**config.mk**
```make
export PLATFORM = sky130hd
export DESIGN_NAME = fetch_stage
export DESIGN_NICKNAME = d
export VERILOG_FILES = /design/src/rtl/fetch_stage_pkg.sv /design/src/rtl/fetch_stage_pc_register.sv /design/src/rtl/fetch_stage.sv
export SDC_FILE = /design/constraint.sdc
export NUM_CORES = 1
export LEC_CHECK = 0
export ABC_AREA = 1
export BUFFER_PORTS_ARGS = -buffer_cell sky130_fd_sc_hd__buf_2
export CORE_UTILIZATION = 50
export CTS_BUF_LIST = sky130_fd_sc_hd__clkbuf_4 sky130_fd_sc_hd__clkbuf_8
export DETAILED_ROUTE_END_ITERATION = 12
export GPL_ROUTABILITY_DRIVEN = 0
export PLACE_DENSITY = 0.77
export SLEW_MARGIN = 5
export SYNTH_ARGS = -nofsm -noshare
export SYNTH_HDL_FRONTEND = slang
export SYNTH_SLANG_ARGS = --single-unit
```
**constraint.sdc**
```tcl
create_clock -name clk -period 3.39 [get_ports clk]
set_clock_uncertainty 0.1 [all_clocks]
set_input_delay 0 -clock clk [delete_from_list [all_inputs] [get_ports clk]]
set_output_delay 0 -clock clk [all_outputs]
set_load 0.02 [all_outputs]
```
**src/rtl/fetch_stage_pkg.sv**
```systemverilog
// fetch_stage_pkg: opcode constants, bubble encoding and fetch FSM state encoding.
package fetch_stage_pkg;
  localparam logic [3:0] addOp = 4'h0;
  localparam logic [3:0] subOp = 4'h1;
  localparam logic [3:0] andOp = 4'h2;
  localparam logic [3:0] orOp  = 4'h3;
  localparam logic [3:0] lwOp  = 4'h4;
  localparam logic [3:0] swOp  = 4'h5;
  localparam logic [3:0] beqOp = 4'h6;
  localparam logic [3:0] jalOp = 4'h7;
  localparam logic [3:0] jrOp  = 4'h8;
  localparam logic [3:0] hltOp = 4'hF;
  localparam logic [15:0] NOP_ENC = 16'h0000;
  typedef enum logic [1:0] {
    RUN       = 2'b00,
    HALT_WAIT = 2'b01,
    HALTED    = 2'b10
  } fetch_state_t;
endpackage

```
**src/rtl/fetch_stage_pc_register.sv**
```systemverilog
// fetch_stage_pc_register: PC flop with load, increment and hold.
module fetch_stage_pc_register #(
  parameter int ADDR_W = 16,
  parameter logic [ADDR_W-1:0] RESET_PC = '0
) (
  input  logic              clk,
  input  logic              rst,
  input  logic              i_load,
  input  logic [ADDR_W-1:0] i_load_pc,
  input  logic              i_inc,
  output logic [ADDR_W-1:0] o_pc
);
  logic [ADDR_W-1:0] r_pc;
  always_ff @(posedge clk) begin
    if (rst) r_pc <= RESET_PC;
    else if (i_load) r_pc <= i_load_pc;
    else if (i_inc) r_pc <= r_pc + 1'b1;
  end
  assign o_pc = r_pc;
endmodule

```
**src/rtl/fetch_stage.sv**
```systemverilog
// fetch_stage: IF stage with IF/ID register, stall hold, redirect flush and hlt freeze FSM.
module fetch_stage import fetch_stage_pkg::*; #(
  parameter int ADDR_W = 16,
  parameter logic [ADDR_W-1:0] RESET_PC = '0,
  parameter logic [15:0] NOP_INSTR = NOP_ENC
) (
  input  logic              clk,
  input  logic              rst,
  input  logic              stall,
  input  logic              redirect_valid,
  input  logic [ADDR_W-1:0] redirect_pc,
  input  logic              halt_commit,
  input  logic [15:0]       imem_rd_data,
  output logic [ADDR_W-1:0] imem_addr,
  output logic              imem_rd_en,
  output logic [15:0]       id_instr,
  output logic [ADDR_W-1:0] id_pc_plus1,
  output logic              id_valid,
  output logic              halted
);
  fetch_state_t      r_state;
  logic [15:0]       r_instr;
  logic [ADDR_W-1:0] r_pc_plus1;
  logic              r_valid;
  logic              r_halted;
  logic [ADDR_W-1:0] w_pc;
  logic              w_live;
  logic              w_commit;
  logic              w_redirect;
  logic              w_hlt;
  logic              w_advance;
  assign w_live     = r_state != HALTED;
  assign w_commit   = halt_commit && w_live;
  assign w_redirect = redirect_valid && w_live && !halt_commit;
  assign w_hlt      = imem_rd_data[15:12] == hltOp;
  assign w_advance  = r_state == RUN && !halt_commit && !redirect_valid && !stall;
  fetch_stage_pc_register #(.ADDR_W(ADDR_W), .RESET_PC(RESET_PC)) u_pc (
    .clk       (clk),
    .rst       (rst),
    .i_load    (w_redirect),
    .i_load_pc (redirect_pc),
    .i_inc     (w_advance && !w_hlt),
    .o_pc      (w_pc)
  );
  // A fetched hlt stays in IF/ID as a real instruction; PC parks on its address.
  always_ff @(posedge clk) begin
    if (rst) begin
      r_state    <= RUN;
      r_instr    <= NOP_INSTR;
      r_pc_plus1 <= '0;
      r_valid    <= 1'b0;
      r_halted   <= 1'b0;
    end else if (w_commit || w_redirect || r_state == HALT_WAIT) begin
      r_state    <= w_commit ? HALTED : w_redirect ? RUN : HALT_WAIT;
      r_halted   <= w_commit;
      r_instr    <= NOP_INSTR;
      r_pc_plus1 <= '0;
      r_valid    <= 1'b0;
    end else if (w_advance) begin
      r_state    <= w_hlt ? HALT_WAIT : RUN;
      r_instr    <= imem_rd_data;
      r_pc_plus1 <= w_pc + 1'b1;
      r_valid    <= 1'b1;
    end
  end
  assign imem_addr   = w_pc;
  assign imem_rd_en  = !stall && r_state == RUN;
  assign id_instr    = r_instr;
  assign id_pc_plus1 = r_pc_plus1;
  assign id_valid    = r_valid;
  assign halted      = r_halted;
endmodule

```
== Yosys cells after proc, flatten, opt, wreduce, memory -nomap -nowiden ==
Cells that the tools add are included.

* Add/sub/neg operators: 1
* Equality and inequality tests: 3
* Muxes and demuxes: 7
* Reduce and logical (&&, ||, !) cells: 18

{| class="wikitable"
|+ Operator list
! kind !! count
|-
| 2-to-1 mux 16 bit || 2
|-
| adder 16 x 1 -> 16 bit (second input constant) || 1
|-
| logical AND 1 bit || 8
|-
| 2-to-1 mux 2 bit || 3
|-
| equality test 4 bit (second input constant) || 1
|-
| zero test 1 bit || 4
|-
| nonzero test 2 bit || 2
|-
| equality test 2 x 1 -> 1 bit (second input constant) || 1
|-
| zero test 2 bit || 1
|-
| logical OR 1 bit || 2
|-
| 2-to-1 mux 1 bit || 2
|-
| != test 2 bit (second input constant) || 1
|-
| OR reduction 2 bit || 1
|}

* Flip-flop bits (word level): 52
* Input port bits: 37
* Output and inout port bits: 51
* Word-level logic and storage cells: 35

== Longest topological paths before layout ==
Gate-level depths: netlist (run 1).

* Depth in word-level cells: 7
* Mapped depth: 9
* Mapped depth without buffers: 9

== Hierarchy ==
From an unflattened synthesis (run 1), not the netlist that was laid out.

* Cell total of the unflattened synthesis: 394
* Area, all modules: 2752.6 um2

{| class="wikitable"
|+ By module, submodules not included
! module !! times used !! cells an instance !! area an instance (um2) !! seq. area each (um2)
|-
| fetch_stage || 1 || 246 || 1741.7 || 720.7
|-
| fetch_stage_pc_register || 1 || 148 || 1011.0 || 320.3
|}

== Least setup slack after synthesis (run 1) ==
OpenSTA, ideal clock, no wires.

* Path kind: register to register
* From: register u_pc.r_pc[0], in the netlist u_pc.o_pc[0]
* To: register u_pc.r_pc[8], in the netlist u_pc.o_pc[8]
* Setup time: 115 ps
* Arrival time: 1405 ps
* Data required time: 3175 ps
* Setup slack: 1770 ps
* Cell stages (with the launch flop): 9
* Buffers on the path: 0
* Period minus slack after synthesis: 1620 ps
* Cells stage by stage: dfxtp_1 -> ha_1 -> nand2_1 -> nor2_2 -> nand2_1 -> xor2_1 -> nor2_1 -> nor2_1 -> nor2_1

* Word-level cells in the longest chain between the ends: 3

{| class="wikitable"
|+ RTL lines
! what !! line !! source
|-
| start, declared || fetch_stage_pc_register.sv:13 || <nowiki>logic [ADDR_W-1:0] r_pc;</nowiki>
|-
| start signal, assigned || fetch_stage_pc_register.sv:16 || <nowiki>else if (i_load) r_pc <= i_load_pc;</nowiki>
|-
| start signal, assigned || fetch_stage_pc_register.sv:17 || <nowiki>else if (i_inc) r_pc <= r_pc + 1'b1;</nowiki>
|-
| adder 16 x 1 -> 16 bit || fetch_stage_pc_register.sv:17 ||
|-
| 2-to-1 mux 16 bit || fetch_stage_pc_register.sv:17 ||
|-
| 2-to-1 mux 16 bit || fetch_stage_pc_register.sv:16 ||
|}

No other way between the ends. The select of a mux whose other input is x is not followed.
A chain may end at the register's enable or synchronous reset.

== Worst setup path after layout (run 1) ==
* From: register r_state[1]
* To: register u_pc.r_pc[0], in the netlist u_pc.o_pc[0]

* Word-level cells in the longest chain between the ends: 6
* Elaborated cells on any way between the ends: 10
* Those cells by class: eq/ne: 1; mux: 1; reduce/logical: 8

{| class="wikitable"
|+ RTL lines
! what !! line !! source
|-
| start, declared || fetch_stage.sv:21 || <nowiki>fetch_state_t r_state;</nowiki>
|-
| start signal, assigned || fetch_stage.sv:54 || <nowiki>r_state <= w_commit ? HALTED : w_redirect ? RUN : HALT_WAIT;</nowiki>
|-
| start signal, assigned || fetch_stage.sv:60 || <nowiki>r_state <= w_hlt ? HALT_WAIT : RUN;</nowiki>
|-
| zero test 2 bit || fetch_stage.sv:36 || <nowiki>assign w_advance = r_state == RUN && !halt_commit && !redirect_valid && !stall;</nowiki>
|-
| logical AND 1 bit (3 in series) || fetch_stage.sv:36 ||
|-
| logical AND 1 bit || fetch_stage.sv:42 || <nowiki>.i_inc (w_advance && !w_hlt),</nowiki>
|-
| nonzero test 2 bit (no line) || -- ||
|}

Parallel ways exist; a longest one is shown, timed or not.

==> results of run 1 <==
==> metrics by stage <==
step,instances,total power [µW]
2_1_floorplan,379,790
3_3_place_gp,520,849
3_5_place_dp,520,853
4_1_cts,571,1240
5_1_grt,571,1300
6_report,571,1240
==> where the power goes <==
| part | switching, µW | total [µW] | internal, µW |
|---|---|---|---|
| registers | 24.6 | 655 | 630 |
| clock network | 211 | 359 | 148 |
| logic | 132 | 226 | 94.5 |
==> worst max-delay path by stage <==
stage                   end  slack, ns  cells after the start
2_1_floorplan  u_pc.o_pc[8]       1.77                      8
3_3_place_gp   u_pc.o_pc[7]       1.37                      8
3_5_place_dp   u_pc.o_pc[7]       1.33                      8
4_1_cts        u_pc.o_pc[0]       0.83                      8
5_1_grt        u_pc.o_pc[0]       0.59                      8
6_report       u_pc.o_pc[0]       0.75                      8
==> sequential cells by signal, indices dropped and copies added (netlist names) <==
register	cells
r_state	2
u_pc.o_pc	16
id_valid	1
halted	1
id_pc_plus1	16
id_instr	16
==> area by class of cell <==
cell class	count	area, µm²	area share [%]
clock buffer	5	68.8	1.94
clock inverter	3	22.5	0.636
inverter	43	163	4.60
multi-input combinational	271	1290	36.6
sequential	52	1040	29.4
tap	67	83.8	2.37
timing repair buffer	130	866	24.5
==> synth_stat cells, drive strengths merged, types with 4 or more instances <==
cell / number / area [µm²]
a21oi: 29 / 145
inv: 42 / 158
nand3: 21 / 130
xor2: 5 / 43.8
o21a: 5 / 37.5
clkbuf: 4 / 15.0
nand4: 6 / 37.5
dfxtp: 52 / 1040
buf: 9 / 67.6
nor2: 49 / 245
o21ai: 21 / 109
nand2: 129 / 494
==> cell families (layout without fill, tap and decap cells) <==
kind of cell    Yosys count  count (layout)  share of synthesized area (%)
simple gates            206             206                           35.5
compound gates           59              59                           12.5
buf+inv                  56             181                           9.50
flops                    52              52                           40.3
xor+xnor                  5               5                           1.70
fa+ha+maj                 1               1                          0.485
==> timing repair <==
item | in CTS | in global routing
hold buffers | 43 | 0
hold endpoints to repair | 35 | 0
resized for setup | 0 | 0
buffers inserted | 0 | 0
==> routing by layer <==
layer	GRT usage, %	vias to the layer above
li1	-	1436
met1	34.9	1322
met2	46.4	99
met3	5.76	8
met4	9.40	0
met5	0	-
==> layout by cell type (no fill, tap or decap), drive strengths merged <==
| cell | n |
|---|---|
| nand2 | 129 |
| buf | 87 |
| dfxtp | 52 |
| nor2 | 49 |
| dlygate4sd3 | 43 |
| inv | 43 |
| a21oi | 29 |
| nand3 | 21 |
| o21ai | 21 |
| nand4 | 6 |
| o21a | 5 |
| xor2 | 5 |
| clkbuf | 5 |
| clkinv | 3 |
| o211ai | 1 |
| a31oi | 1 |
| a211oi | 1 |
| nor3 | 1 |
| o2111ai | 1 |
| ha | 1 |
==> worst max-delay path, stage by stage (launching register included) <==
cell	delay (ns)
sky130_fd_sc_hd__dfxtp_1	0.36
sky130_fd_sc_hd__nor2_2	0.16
sky130_fd_sc_hd__nand3_2	0.55
sky130_fd_sc_hd__nor2_4	0.45
sky130_fd_sc_hd__nor2_4	0.09
sky130_fd_sc_hd__clkinv_2	0.12
sky130_fd_sc_hd__nand2_1	0.06
sky130_fd_sc_hd__a21oi_1	0.13
sky130_fd_sc_hd__dlygate4sd3_1	0.56
==> results.md, run 1 <==
- Cell area power density: 350 nW/µm²
- Clock latency on the worst-skew pair: 0.31 ns
- Root cell of the clock tree: sky130_fd_sc_hd__clkbuf_8
- Per-cell via count in the routed design: 5.02
- Post-placement worst setup slack: 1.33 ns
- Final Cell Area: 3540 µm²
- Static leakage power: 0.00173 µW
- Average footprint of a synthesized cell: 6.81 µm²
- CTS buffer count: 5
- Die width: 73.9 µm
- Longest Clk Path Bufs: 2
- Final HPWL from detailed placement: 4.68 mm
- Nets@finish: 541
- Max cap viols: 0
- Worst-case vdd ir drop: 294 µV
- Worst setup EP type: flip-flop
- CP Data Arrival Time: 2.79 ns
- Signed area change from the synthesized netlist to the final layout: 37.1%
- Largest driver fanout on the critical path: 31
- Number of max-slew violations in the final report: 0
- Clock tree from TritonCTS: done
- Iteration-0 DRC Markers: 188
- Port Buf Inserts: 87
- Wire length per cell after detailed routing: 12.8 µm
- Row count: 25
- Share of cells above drive strength 1: 23.4%
- Crit path kind: reg2reg
- Run status: finished clean
- Count of fill cells added during filler insertion: 398
- Hold slack final: 0.138 ns
- Met2 wire length: 3.62 mm
- Metal3 WL: 428 µm
- Wl on met1: 3.15 mm
- Total of warnings raised by yosys: 0
- Setup_tns: 0 ns
- Min-delay worst type: in2reg
- Initial antenna violation count: 0
- Number of storage elements in the synthesis netlist: 52
- Top layer reached by signal wires: met4
- Fin util: 73.0%
- Synthesized instance count: 379
- Y dimension of the die: 73.9 µm
- Setup crit start: r_state[1]
- Max Clock Freq: 0.379 GHz
- Antenna diode count: 0
- Mapped Nets: 417
- Hold Path Cell Cnt: 6
- Post-Place Cell Area: 3020 µm²
- Crit path launch type: flip-flop
- Global-route congestion overflow total: 0
- Setup violation total in the final timing report: 0
- H-tree levels: 2
- Mapped cell area: 2580 µm²
- Antenna-violating nets left: 0
- Vias in the first global route: 2,480
- Final critical-path setup slack: 0.753 ns
- DIE AREA: 5450 µm²
- Proportion of synthesized flip-flops having asynchronous set or reset: 0%
- Startpoint of the lowest-slack register-to-register path: r_state[1]
- Unrepaired setup endpoints after global routing: no
- Clock period minus final worst setup slack: 2.64 ns
- R2R Path End: u_pc.o_pc[0]
- Measured slew at the worst slew-check pin: 0.683 ns
- Clock transition time at the flip-flop clock pins of the worst setup and hold paths: 0.10 ns
- Number of flops mapped to enable cells by yosys: 0
- Hold path endpoint: id_instr[5]
- Number of different library cells in the post-synthesis netlist: 30
- Internal reg-to-reg setup slack: 0.75 ns
- Core region area: 4850 µm²
- Number of detailed-route iterations in the first pass: 4
- Worst slew margin relative to its limit: 54.4%
- Initial core utilization: 53.2%
- Clock sink count: 52
- Seq/Total Area, Yosys: 40.3%
- Critical hold path startpoint: redirect_valid
- I/O pin count: 88
- DRC Markers: 0
- Reg2Reg Depth: 8
- Total number of vias: 2,865
- Total global-route track usage: 27.6%
- Wire length of the first global-routing pass: 11.3 mm
- Routed Wire Length: 7.28 mm
- Most used flip-flop cell after synthesis: sky130_fd_sc_hd__dfxtp_1
- Largest net degree at the start of global routing: 38
- Final hold violation count: 0
- Portion of the clock cycle consumed by the worst path in the final layout: 77.8%
- Endpoint required time on the critical path: 3.54 ns
(Power assumes the default switching activity.)
==> run 2: changes to the inputs <==
--- a/config.mk
+++ b/config.mk
@@ -5,13 +5,13 @@
 export SDC_FILE = /design/constraint.sdc
 export NUM_CORES = 1
 export LEC_CHECK = 0
-export ABC_AREA = 1
+export ABC_AREA = 0
 export BUFFER_PORTS_ARGS = -buffer_cell sky130_fd_sc_hd__buf_2
 export CORE_UTILIZATION = 50
 export CTS_BUF_LIST = sky130_fd_sc_hd__clkbuf_4 sky130_fd_sc_hd__clkbuf_8
 export DETAILED_ROUTE_END_ITERATION = 12
 export GPL_ROUTABILITY_DRIVEN = 0
-export PLACE_DENSITY = 0.77
+export PLACE_DENSITY = 0.78
 export SLEW_MARGIN = 5
 export SYNTH_ARGS = -nofsm -noshare
 export SYNTH_HDL_FRONTEND = slang
==> constraint.sdc (replaced) <==
create_clock -name clk -period 2.7 [get_ports clk]
set_clock_uncertainty 0.1 [all_clocks]
set_input_delay 0 -clock clk [delete_from_list [all_inputs] [get_ports clk]]
set_output_delay 0 -clock clk [all_outputs]
set_load 0.02 [all_outputs]
==> results.md, run 2 <==
- Run status: finished with violations
- Failing checks: DRC
- DRC Markers: 9 (+9)
- Largest driver fanout on the critical path: 7 (-77%)
- Antenna diode count: 0 (unchanged)
- Worst slew margin relative to its limit: 40.9% (-13 points)
- Largest net degree at the start of global routing: 28 (-26%)
- Clock tree from TritonCTS: done
- I/O pin count: 88 (unchanged)
- Root cell of the clock tree: sky130_fd_sc_hd__clkbuf_8
- Count of fill cells added during filler insertion: 346 (-13%)
- Post-Place Cell Area: 2830 µm² (-6.3%)
- Portion of the clock cycle consumed by the worst path in the final layout: 94.6% (+17 points)
- Switching part of the total power: 26.2% (-3.4 points)
- CP Data Arrival Time: 2.66 ns (-0.13 ns)
- Mapped cell area: 2380 µm² (-7.8%)
- Most used flip-flop cell after synthesis: sky130_fd_sc_hd__dfxtp_1
- Clock latency on the worst-skew pair: 0.31 ns (about the same)
- Commonest cells after routing, fill and taps aside: sky130_fd_sc_hd__buf_2 (87), sky130_fd_sc_hd__dfxtp_1 (51), sky130_fd_sc_hd__nand2_1 (46)
- Iteration-0 DRC Markers: 136 (-28%)
- Initial antenna violation count: 0 (unchanged)
- Wire length of the first global-routing pass: 10.1 mm (-11%)
- Crit path kind: reg2reg
- Measured slew at the worst slew-check pin: 0.886 ns (+0.203 ns)
- Number of storage elements in the synthesis netlist: 52 (unchanged)
- Total number of vias: 2,488 (-13%)
- Synthesized instance count: 289 (-24%)
- Final hold violation count: 0 (unchanged)
- Share of cells above drive strength 1: 28.4% (+5.0 points)
- Initial core utilization: 53.2% (about the same)
- Clock transition time at the flip-flop clock pins of the worst setup and hold paths: 0.10 ns (about the same)
- Antenna-violating nets left: 0 (unchanged)
- Footprint of the multi-input gates: 1260 µm² (-2.7%)
- Number of different library cells in the post-synthesis netlist: 43 (+43%)
- Cell area power density: 489 nW/µm² (+40%)
- Most common cell after layout, fill and taps aside: sky130_fd_sc_hd__buf_2
- Worst setup EP type: flip-flop
- Wire length per cell after detailed routing: 13.8 µm (+8.3%)
- Static leakage power: 0.00137 µW (-20%)
- Hold slack final: 0.0303 ns (-0.108 ns)
- Power spent charging and discharging nets: 429 µW (+17%)
- Die width: 71.0 µm (-3.9%)
- Total of warnings raised by yosys: 0 (unchanged)
- Number of max-slew violations in the final report: 0 (unchanged)
- Clk network pwr share: 34.8% (+5.9 points)
- Clock period minus final worst setup slack: 2.56 ns (-0.0819 ns)
- Min-delay worst type: in2reg
- Most used standard cells in the synthesized netlist: sky130_fd_sc_hd__dfxtp_1 (52), sky130_fd_sc_hd__nand2_1 (46), sky130_fd_sc_hd__nor2_1 (44)
- Routed Wire Length: 6.35 mm (-13%)
- Cell type contributing the most total cell area after synthesis: sky130_fd_sc_hd__dfxtp_1
- Y dimension of the die: 71.0 µm (-3.9%)
- Fraction of post-synthesis cell area in the top cell type by area: 43.7% (+3.4 points)
- Per-cell via count in the routed design: 5.41 (+7.8%)
- H-tree levels: 2 (unchanged)
- Max Clock Freq: 0.391 GHz (+3.2%)
- Final HPWL from detailed placement: 4.05 mm (-13%)
- Post-CTS setup buffer count: 0 (unchanged)
- Total global-route track usage: 25.6% (-2.0 points)
- Internal cell power: 1210 µW (+38%)
- Longest Clk Path Bufs: 2 (unchanged)
- Port Buf Inserts: 87 (unchanged)
- Core region area: 4470 µm² (-7.7%)
- Row count: 24 (-4.0%)
- Clock sink count: 52 (unchanged)
- Seq/Total Area, Yosys: 43.7% (+3.4 points)
- Sequential share of power: 50.0% (-2.8 points)
- Setup_tns: 0 ns (unchanged)
- Crit path launch type: flip-flop
- Setup violation total in the final timing report: 0 (unchanged)
- DIE AREA: 5040 µm² (-7.6%)
- Average footprint of a synthesized cell: 8.23 µm² (+21%)
- Top cells by area in the synthesized netlist: sky130_fd_sc_hd__dfxtp_1 (44%), sky130_fd_sc_hd__nand2_1 (7.3%), sky130_fd_sc_hd__nor2_1 (6.9%), sky130_fd_sc_hd__a21oi_1 (5.0%), sky130_fd_sc_hd__a211oi_1 (4.7%)
- Nets@finish: 445 (-18%)
- Max cap viols: 0 (unchanged)
- Logic gate share of total power: 15.2% (-3.0 points)
- Final Cell Area: 3350 µm² (-5.3%)
- Unrepaired setup endpoints after global routing: no
- Most frequent cell after synthesis: sky130_fd_sc_hd__dfxtp_1
- Mapped Nets: 327 (-22%)
- Sequential cell area: 1040 µm² (+0.12%)
- Number of cells in the design after placement: 413 (-21%)
- CTS buffer count: 5 (unchanged)
- Number of detailed-route iterations in the first pass: 8 (+4)
- Number of flops mapped to enable cells by yosys: 0 (unchanged)
- Endpoint required time on the critical path: 2.81 ns (-0.73 ns)
- Post-Layout Cell Count: 460 (-19%)
- Vias in the first global route: 2,186 (-12%)
- Proportion of synthesized flip-flops having asynchronous set or reset: 0% (unchanged)
- Global-route congestion overflow total: 0 (unchanged)
- Signed area change from the synthesized netlist to the final layout: 40.9%
- Worst-case vdd ir drop: 280 µV (-4.8%)
-- run 2: cell types whose count changed in the layout (fill, tap and decap cells not counted), sizes merged, moves of 4 or more --
cell,before,now
nand2,129,46
inv,43,4
a211oi,1,17
nand3,21,8
o21ai,21,9
xnor2,0,9
nor3,1,7
a21oi,29,24
a311oi,0,4
dlygate4sd3,43,39
nor2,49,45
-- run 2: logic make-up (layout without fill, tap and decap cells) --
| family | after synthesis | in the layout | share of synthesized area [%] |
|---|---|---|---|
| AO/OA/AOI/OAI | 72 | 72 | 20.2 |
| XOR/XNOR | 17 | 17 | 6.26 |
| adder cells (fa/ha/maj) | 1 | 1 | 0.526 |
| buffers and inverters | 22 | 141 | 3.84 |
| AND/OR/NAND/NOR | 125 | 125 | 25.4 |
| flip-flops | 52 | 52 | 43.7 |
-- run 2: layout make-up --
| cell class | count | area share (%) |
|---|---|---|
| clock inverters | 2 | 1.16 |
| clock buffers | 6 | 2.46 |
| flip-flops and latches | 52 | 31.1 |
| inverters | 4 | 0.448 |
| multi-input cells | 215 | 37.6 |
| repair buffers | 129 | 25.3 |
| well taps | 52 | 1.94 |
-- run 2: worst paths after layout --
path,depth (start not counted),slack (ns),start,to
setup reg to reg,6,0.14,u_pc.o_pc[7],u_pc.o_pc[12]
setup / recovery,6,0.14,u_pc.o_pc[7],u_pc.o_pc[12]
hold reg to reg,2,0.36,id_instr[2],id_instr[2]
hold / removal,3,0.03,redirect_valid,r_state[0]
-- run 2: per-layer routing --
metal	routed length, µm	global-route usage [%]
met4	95	8.22
met1	2800	32.9
met3	531	5.41
met5	0	0
met2	2930	42.9
-- run 2: critical path, stage by stage, from the launching register on --
cell,delay [ns]
sky130_fd_sc_hd__dfxtp_1,0.48
sky130_fd_sc_hd__nand4_1,0.28
sky130_fd_sc_hd__or4_4,0.57
sky130_fd_sc_hd__a21o_1,0.18
sky130_fd_sc_hd__a221oi_2,0.22
sky130_fd_sc_hd__nor2_1,0.07
sky130_fd_sc_hd__dlygate4sd3_1,0.56
-- run 2: metrics by stage --
| stage | total power [µW] | util, % | worst slack [ns] |
|---|---|---|---|
| floorplan | 962 | - | 0.632 |
| global placement | 1030 | 63.2 | 0.703 |
| detailed placement | 1040 | 63.2 | 0.603 |
| CTS | 1640 | 74.6 | 0.0376 |
| global route | 1700 | 74.9 | 0.0468 |
| finish | 1640 | 74.9 | 0.145 |
-- run 2: power by group through the flow --
stage	clock, µW	sequential (µW)	combinational, µW
floorplan	0	857	106
global placement	0	834	198
detailed placement	0	835	201
CTS	580	817	244
global route	609	823	270
finish	571	819	249
-- run 2: what timing repair did --
| item | 4_1_cts | 5_1_grt |
|---|---|---|
| endpoints found under the setup margin | 0 | 2 |
| hold buffers | 39 | 0 |
| gates resized for setup | 0 | 3 |
| hold endpoints to repair | 34 | 0 |
